## src/rtl/mips_cpu_muldiv_pkg.sv

```systemverilog
// mips_cpu_muldiv_pkg: shared encodings and constants for the HI/LO multiply/divide unit.
package mips_cpu_muldiv_pkg;
    typedef enum logic [1:0] {OP_MULTU = 2'd0, OP_MULT = 2'd1, OP_DIVU = 2'd2, OP_DIV = 2'd3} op_e;
    typedef enum logic [1:0] {S_IDLE, S_ITER, S_FIX} state_e;
    localparam int ITERATIONS = 32;
    localparam logic [31:0] DIV_BY_ZERO_LO = 32'hFFFFFFFF;
    function automatic logic [31:0] mag32(input logic [31:0] v, input logic signed_op);
        return signed_op && v[31] ? -v : v;
    endfunction
endpackage

```

## src/rtl/mips_cpu_muldiv_step.sv

```systemverilog
// mips_cpu_muldiv_step: one radix-2 iteration, shift-add multiply or restoring divide on {a,q}.
module mips_cpu_muldiv_step (
    input  logic        is_div,
    input  logic [31:0] a_in,
    input  logic [31:0] q_in,
    input  logic [31:0] m,
    output logic [31:0] a_out,
    output logic [31:0] q_out
);
    logic [32:0] sum, shl, diff;
    // Divide keeps a < m, so a non-negative diff never sets bit 32 for a non-zero divisor.
    always_comb begin
        sum   = {1'b0, a_in} + (q_in[0] ? {1'b0, m} : 33'd0);
        shl   = {a_in, q_in[31]};
        diff  = shl - {1'b0, m};
        a_out = is_div ? (diff[32] ? shl[31:0] : diff[31:0]) : sum[32:1];
        q_out = is_div ? {q_in[30:0], ~diff[32]} : {sum[0], q_in[31:1]};
    end
endmodule

```

## src/rtl/mips_cpu_muldiv_ctrl.sv

```systemverilog
// mips_cpu_muldiv_ctrl: fixed 33-cycle MULT/MULTU/DIV/DIVU sequencer owning HI/LO.
module mips_cpu_muldiv_ctrl
    import mips_cpu_muldiv_pkg::*;
(
    input  logic        clk,
    input  logic        reset,
    input  logic        start,
    input  logic [1:0]  op,
    input  logic [31:0] rs_data,
    input  logic [31:0] rt_data,
    input  logic        mt_en,
    input  logic        mt_sel,
    input  logic [31:0] mt_data,
    input  logic        mf_req,
    output logic [31:0] hi,
    output logic [31:0] lo,
    output logic        busy,
    output logic        done,
    output logic        stall
);
    state_e      state, state_nx;
    op_e         op_q;
    logic [5:0]  cnt;
    logic [31:0] a, q, m, rs_q, a_nx, q_nx, quo, rem;
    logic        neg_q, neg_r, dbz, is_div;
    logic [63:0] prod, res;

    assign is_div = op_q == OP_DIVU || op_q == OP_DIV;

    mips_cpu_muldiv_step u_step (
        .is_div (is_div),
        .a_in   (a),
        .q_in   (q),
        .m      (m),
        .a_out  (a_nx),
        .q_out  (q_nx)
    );

    always_ff @(posedge clk or posedge reset)
        if (reset) state <= S_IDLE;
        else       state <= state_nx;

    always_comb begin
        state_nx = state == S_IDLE ? (start ? S_ITER : S_IDLE) :
                   state == S_ITER ? (cnt == 6'(ITERATIONS - 1) ? S_FIX : S_ITER) : S_IDLE;
    end

    always_comb begin
        busy  = state != S_IDLE;
        stall = mf_req & busy;
    end

    // Signs are stripped at issue and restored here; neg_q/neg_r are only ever set for signed ops.
    always_comb begin
        prod = op_q == OP_MULT && neg_q ? -{a, q} : {a, q};
        quo  = op_q == OP_DIV && neg_q ? -q : q;
        rem  = op_q == OP_DIV && neg_r ? -a : a;
        res  = !is_div ? prod : dbz ? {rs_q, DIV_BY_ZERO_LO} : {rem, quo};
    end

    always_ff @(posedge clk or posedge reset) begin
        if (reset) begin
            op_q  <= OP_MULTU;
            cnt   <= '0;
            a     <= '0;
            q     <= '0;
            m     <= '0;
            rs_q  <= '0;
            neg_q <= 1'b0;
            neg_r <= 1'b0;
            dbz   <= 1'b0;
            hi    <= '0;
            lo    <= '0;
            done  <= 1'b0;
        end else begin
            done <= state == S_FIX;
            if (state == S_IDLE && start) begin
                op_q  <= op_e'(op);
                cnt   <= '0;
                a     <= '0;
                q     <= mag32(rs_data, op[0]);
                m     <= mag32(rt_data, op[0]);
                rs_q  <= rs_data;
                neg_q <= op[0] & (rs_data[31] ^ rt_data[31]);
                neg_r <= op[0] & rs_data[31];
                dbz   <= op[1] & (rt_data == '0);
            end else if (state == S_IDLE && mt_en) begin
                if (mt_sel) hi <= mt_data;
                else        lo <= mt_data;
            end else if (state == S_ITER) begin
                a   <= a_nx;
                q   <= q_nx;
                cnt <= cnt + 6'd1;
            end else if (state == S_FIX) begin
                {hi, lo} <= res;
            end
        end
    end
endmodule

```

## config.mk

```make
export PLATFORM = sky130hd
export DESIGN_NAME = mips_cpu_muldiv_ctrl
export DESIGN_NICKNAME = d
export VERILOG_FILES = /design/src/rtl/mips_cpu_muldiv_pkg.sv /design/src/rtl/mips_cpu_muldiv_step.sv /design/src/rtl/mips_cpu_muldiv_ctrl.sv
export SDC_FILE = /design/constraint.sdc
export NUM_CORES = 1
export LEC_CHECK = 0
export BUFFER_PORTS_ARGS = -buffer_cell sky130_fd_sc_hd__buf_2
export CORE_MARGIN = 4
export CORE_UTILIZATION = 45
export DETAILED_ROUTE_END_ITERATION = 8
export RECOVER_POWER = 50
export SLEW_MARGIN = 20
export SYNTH_ARGS = -nofsm -noshare
export SYNTH_HDL_FRONTEND = slang
export SYNTH_SLANG_ARGS = --single-unit
```

## constraint.sdc

```tcl
create_clock -name clk -period 8.9 [get_ports clk]
set_input_delay 2.67 -clock clk [delete_from_list [all_inputs] [get_ports clk]]
set_output_delay 2.67 -clock clk [all_outputs]
set_load 0.01 [all_outputs]
```

Word level (Yosys, flattened, before mapping)
Index checks and enable logic that the tools add are counted.
{"block": "classes", "addsub": 8, "n_eq_ne": 10, "mux": 32, "bitwise": 7, "reduce_logical": 16}
{"cell": "2-to-1 mux 32 bit", "n": 22}
{"cell": "2-to-1 mux 64 bit", "n": 3}
{"cell": "negation 32 bit", "n": 4}
{"cell": "negation 64 bit", "n": 1}
{"cell": "adder 32 x 33 -> 33 bit", "n": 1}
{"cell": "subtractor 33 x 32 -> 33 bit", "n": 1}
{"cell": "logical NOT 32 bit", "n": 1}
{"cell": "2-to-1 mux 6 bit", "n": 3}
{"cell": "inequality test 2 bit (second input constant)", "n": 4}
{"cell": "AND reduction 4 bit", "n": 2}
{"cell": "logical AND 1 bit", "n": 7}
{"cell": "adder 6 x 1 -> 6 bit (second input constant)", "n": 1}
{"cell": "== test 2 bit (second input constant)", "n": 3}
{"cell": "== test 6 x 5 -> 1 bit (second input constant)", "n": 1}
{"cell": "2-to-1 mux 2 bit", "n": 3}
{"cell": "nonzero test 2 bit", "n": 3}
{"cell": "bitwise AND 1 bit", "n": 4}
{"cell": "== test 2 x 1 -> 1 bit (second input constant)", "n": 2}
{"cell": "logical NOT 2 bit", "n": 1}
{"cell": "inverter 1 bit", "n": 2}
{"cell": "AND reduction 2 bit", "n": 1}
{"cell": "logical OR 1 bit", "n": 1}
{"cell": "2-to-1 mux 1 bit", "n": 1}
{"cell": "XOR 1 bit", "n": 1}
{"block": "totals", "ff_bits": 206, "inputBits": 104}

Depth between registers and ports, before layout
{"block": "depth", "depth_word": 8, "depth_mapped": 15, "depth_no_buf": 14}

By module
A second synthesis with hierarchy kept.
{"block": "hier_totals", "hier_cells": 2262, "area_unflattened_um2": 17321.6}
{"mod": "mips_cpu_muldiv_ctrl", "n_inst": 1, "cells_each": 1597, "area_each_um2": 12614.6}
{"mod": "mips_cpu_muldiv_step", "n_inst": 1, "cells_each": 665, "area_each_um2": 4707.0}

Least setup slack after synthesis
OpenSTA, ideal clock, no wires.
{"block": "synth_timing", "path_type": "input -> output", "from": "in mf_req", "to": "out stall", "t_arrival_ps": 2867, "t_required_ps": 6230, "path_slack_ps": 3363, "path_stages": 1, "n_path_buf": 0, "path_cell_list": "nor2b_1"}
{"block": "synth_via", "elab_chain_len": 1}
{"element": "from (decl)", "line_no": "mips_cpu_muldiv_ctrl.sv:14", "rtl": "input logic mf_req,"}
{"element": "bitwise AND 1 bit", "line_no": "mips_cpu_muldiv_ctrl.sv:50", "rtl": "stall = mf_req & busy;"}
{"element": "to (decl)", "line_no": "mips_cpu_muldiv_ctrl.sv:19", "rtl": "output logic stall"}
Every way passes these cells.

Worst setup path in the final report
{"block": "layout_timing", "from": "in start", "to": "reg dbz"}
{"block": "layout_via", "elab_chain_len": 1}
{"element": "from (decl)", "line_no": "mips_cpu_muldiv_ctrl.sv:7", "rtl": "input logic start,"}
{"element": "logical AND 1 bit", "line_no": "mips_cpu_muldiv_ctrl.sv:77", "rtl": "if (state == S_IDLE && start) begin"}
{"element": "to (signal assigned)", "line_no": "mips_cpu_muldiv_ctrl.sv:86", "rtl": "dbz <= op[1] & (rt_data == '0);"}
{"element": "to (decl)", "line_no": "mips_cpu_muldiv_ctrl.sv:25", "rtl": "logic neg_q, neg_r, dbz, is_div;"}
Every way passes these cells.
A chain may end at the register's enable or synchronous reset.

==> impl_metrics.csv <==
group,metric,value,unit
setup_path,path_cells,"clkbuf_1 > nand2_1 > buf_4 > nor3b_1 > nand4b_1 > o21ai_0",
route,vias,15800,
clocking,cts_buffers,25,
setup_path,critPathKind,"in2reg",
timing,fin_crit_sh,0.689,
die,rows,69,
logic_synthesis,synth_compound_area_frac,0.245,
logic_synthesis,synthAdderAreaFrac,0.0553,
die,core_area,0.0357,mm²
timing,post-route-min-period,6130,ps
timing,tightest_slew,4000,ps
setup_path,start_kind,"input pin",
clocking,htreeDepth,1,
timing,setup_tns,0,ps
route,routed_via_density,6.11,
logic_synthesis,yosysWarnings,0,
cells_and_area,seq_area,0.00516,mm²
setup_path,r2r_start,"q[31]$_DFFE_PP0P_",
clocking,clockBufferDepth,3,
cells_and_area,fillers,3559,
logic_synthesis,syn_nets,2208,
status,violations,"capacitance limit, slew limit",
clocking,path_clk_slew,60,ps
logic_synthesis,avgSynthCellArea,8.03,µm²
pwr,peakVddDrop,0.254,mV
logic_synthesis,synth_mux_area_frac,0.0387,
logic_synthesis,synth_top_family_by_area,"compound AO/OA/AOI/OAI gates",
logic_synthesis,synth-edff-count,0,
min_path,min_path_type,"reg2reg",
timing,finalClockSkew,11.0,ps
route,wl_per_cell,21.6,µm
logic_synthesis,synth_top_area_frac,0.316,
setup_path,cp_slowest_stage_delay,2330,ps
global_routing,grt_overflow,0,
setup_path,cp.required,9210,ps
clocking,tritoncts,"built",
timing,finalMaxSlewViolations,242,
setup_path,startpoint,"start",
timing,finalHoldViolations,0,
logic_synthesis,synthTopCellsByArea,"dfrtp_1, o21ai_0, nand2_1, xnor2_1, ha_1",
clocking,cts_resized,0,
global_routing,grt_max_degree,101,
global_routing,track_usage,0.275,
die,initial_core_util,0.458,
status,status,"finished with violations",
clocking,post_cts.repair.setup_buffers,0,
cells_and_area,syn_to_final_growth,10.5,%
logic_synthesis,syn-cell-area,0.0163,mm²
place,gp_congestion,0.920,
pwr,leakage,7.85,nW
logic_synthesis,yosysSeqAreaShare,0.316,
die,die_area,0.0394,mm²
setup_path,cp.arrival,6440,ps
min_path,worstHoldStart,"hi[19]$_DFFE_PP0P_",
route,firstDrtPassIters,5,
clocking,cts.sinks,206,
cells_and_area,nets,2288,
die,die_w,198,µm
logic_synthesis,async_flop_share,1.00,
place,numPortBuffers,170,
timing,worst_slew_margin_rel,-1.68,
place,dp_hpwl,41800,µm
die,die_y,198,µm
route,drcViolationCount,0,
global_routing,antenna_found_initial,0,
setup_path,worst_setup_path_end_kind,"flop",
cells_and_area,drive_gt1_frac,0.0934,
logic_synthesis,syn_inst,2033,
timing,rsz0062_at_grt,"no",
setup_path,crit_fanout,100,
clocking,cts-root-buf,"clkbuf_16",
cells_and_area,multi_input_area,0.0103,mm²
setup_path,slowest_stage,"nand2_1",
flow_run,maxCapViolCount,4,
global_routing,grt_pass1_vias,14800,
clocking,clk_latency,540,ps
logic_synthesis,synth-simple-area-share,0.187,
pwr,powerDensity,422,mW/mm²
die,pin_count,171,
timing,final-setup-viol-count,0,
clocking,hold_buffers,0,
route,first_iter_violations,1504,
logic_synthesis,synthDominantAreaCellType,"dfrtp_1",
timing,clock.fmax,163,MHz
logic_synthesis,ys_ff_latch,206,
logic_synthesis,synth_xor_area_frac,0.100,
route,postRouteAntennaNets,0,
cells_and_area,antennaDiodeCount,0,
route,routed_wl,56000,µm
logic_synthesis,synth_cell_types,87,
logic_synthesis,synthFlopType,"dfrtp_1",
global_routing,grt_pass1_wl,85800,µm
pwr,power.total,7.61,mW
==> critical path: cells and delay by family <==
kind,cells,cell delay [ps]
AOI/OAI and AO/OA,1,110
buffers and inverters,2,880
and+or+nand+nor,3,2670
==> metal layers <==
layer / part of all wire / wire [µm] / GRT usage
met4: 0.034 / 1900 / 0.0833
met5: 0 / 0 / 0
met2: 0.44 / 24600 / 0.429
met3: 0.070 / 3910 / 0.0427
met1: 0.46 / 25600 / 0.395
==> area by class of cell <==
type | instances | share of cell area
Inverter | 59 | 0.0123
Timing Repair Buffer | 194 | 0.0520
Multi-Input combinational cell | 1627 | 0.568
Tap cell | 461 | 0.0320
Clock buffer | 35 | 0.0406
Sequential cell | 206 | 0.286
Clock inverter | 10 | 0.00881
==> final timing paths <==
kind	slack, ps	depth (start not counted)	endpoint
worst min-delay path	480	2	hi[19]$_DFFE_PP0P_
worst max-delay path	2770	6	dbz$_DFFE_PP0P_
worst max register to register	4160	14	a[29]$_DFFE_PP0P_
worst min register to register	480	2	hi[19]$_DFFE_PP0P_
min in group asynchronous	3310	2	lo[21]$_DFFE_PP0P_
max in group asynchronous	3310	3	op_q[1]$_DFFE_PP0P_
==> power breakdown <==
part | internal [mW] | total [mW] | switching, mW
clock | 0.688 | 1.12 | 0.429
combinational | 1.83 | 4.47 | 2.63
sequential | 1.38 | 2.02 | 0.642
==> placed cells by master (no fill, tap or decap), types with 32 or more instances in the layout <==
| cell type | n |
|---|---|
| a21oi_1 | 124 |
| buf_2 | 105 |
| clkbuf_1 | 71 |
| dfrtp_1 | 205 |
| ha_1 | 69 |
| inv_1 | 56 |
| mux2i_1 | 62 |
| nand2_1 | 302 |
| nand3_1 | 32 |
| nor2_1 | 143 |
| nor3_1 | 32 |
| o211ai_1 | 44 |
| o21ai_0 | 233 |
| o22ai_1 | 36 |
| xnor2_1 | 104 |
| xor2_1 | 82 |
==> synthesized netlist by cell type, drive strengths merged, types with 8 or more instances <==
library cell and n:
nand2b 24, ha 69, a22oi 19, mux2i 62
inv 58, or4 8, xor2 82, nor2b 10
a211oi 17, clkbuf 114, dfrtp 206, o211ai 44
and2 11, nand2 304, a21o 24, nor3 33
or3 21, nand3 32, o21ai 238, a21oi 124
o221ai 20, xnor2 105, a221oi 11, and3 20
buf 22, o31ai 29, a31oi 18, o41ai 12
o22ai 36, nor2 147, nand4 13, nor4 19
==> stage by stage <==
step	instances	hold WS, ps	utilization	worst slack [ps]	instance area [µm²]
global placement	2547	457	0.484	3190	17300
floorplan	2033	440	-	606	16300
CTS	2592	478	0.509	3200	18200
finish	2592	478	0.506	2770	18000
global route	2592	495	0.506	2370	18000
detailed placement	2547	463	0.484	3200	17300
==> cell families after synthesis <==
group / Yosys count
buffers and inverters: 200
multiplexers: 63
XOR/XNOR: 187
AO/OA/AOI/OAI: 644
AND/OR/NAND/NOR: 662
adder cells (fa/ha/maj): 71
flip-flops: 206
==> sequential cells by signal (all words and copies together) (netlist names) <==
name and cells:
hi 32, state 2, q 32, cnt 6, neg_q 1, dbz 1
op_q 2, rs_q 32, a 32, done 1, neg_r 1, lo 32
m 32
(Power assumes the default switching activity.)
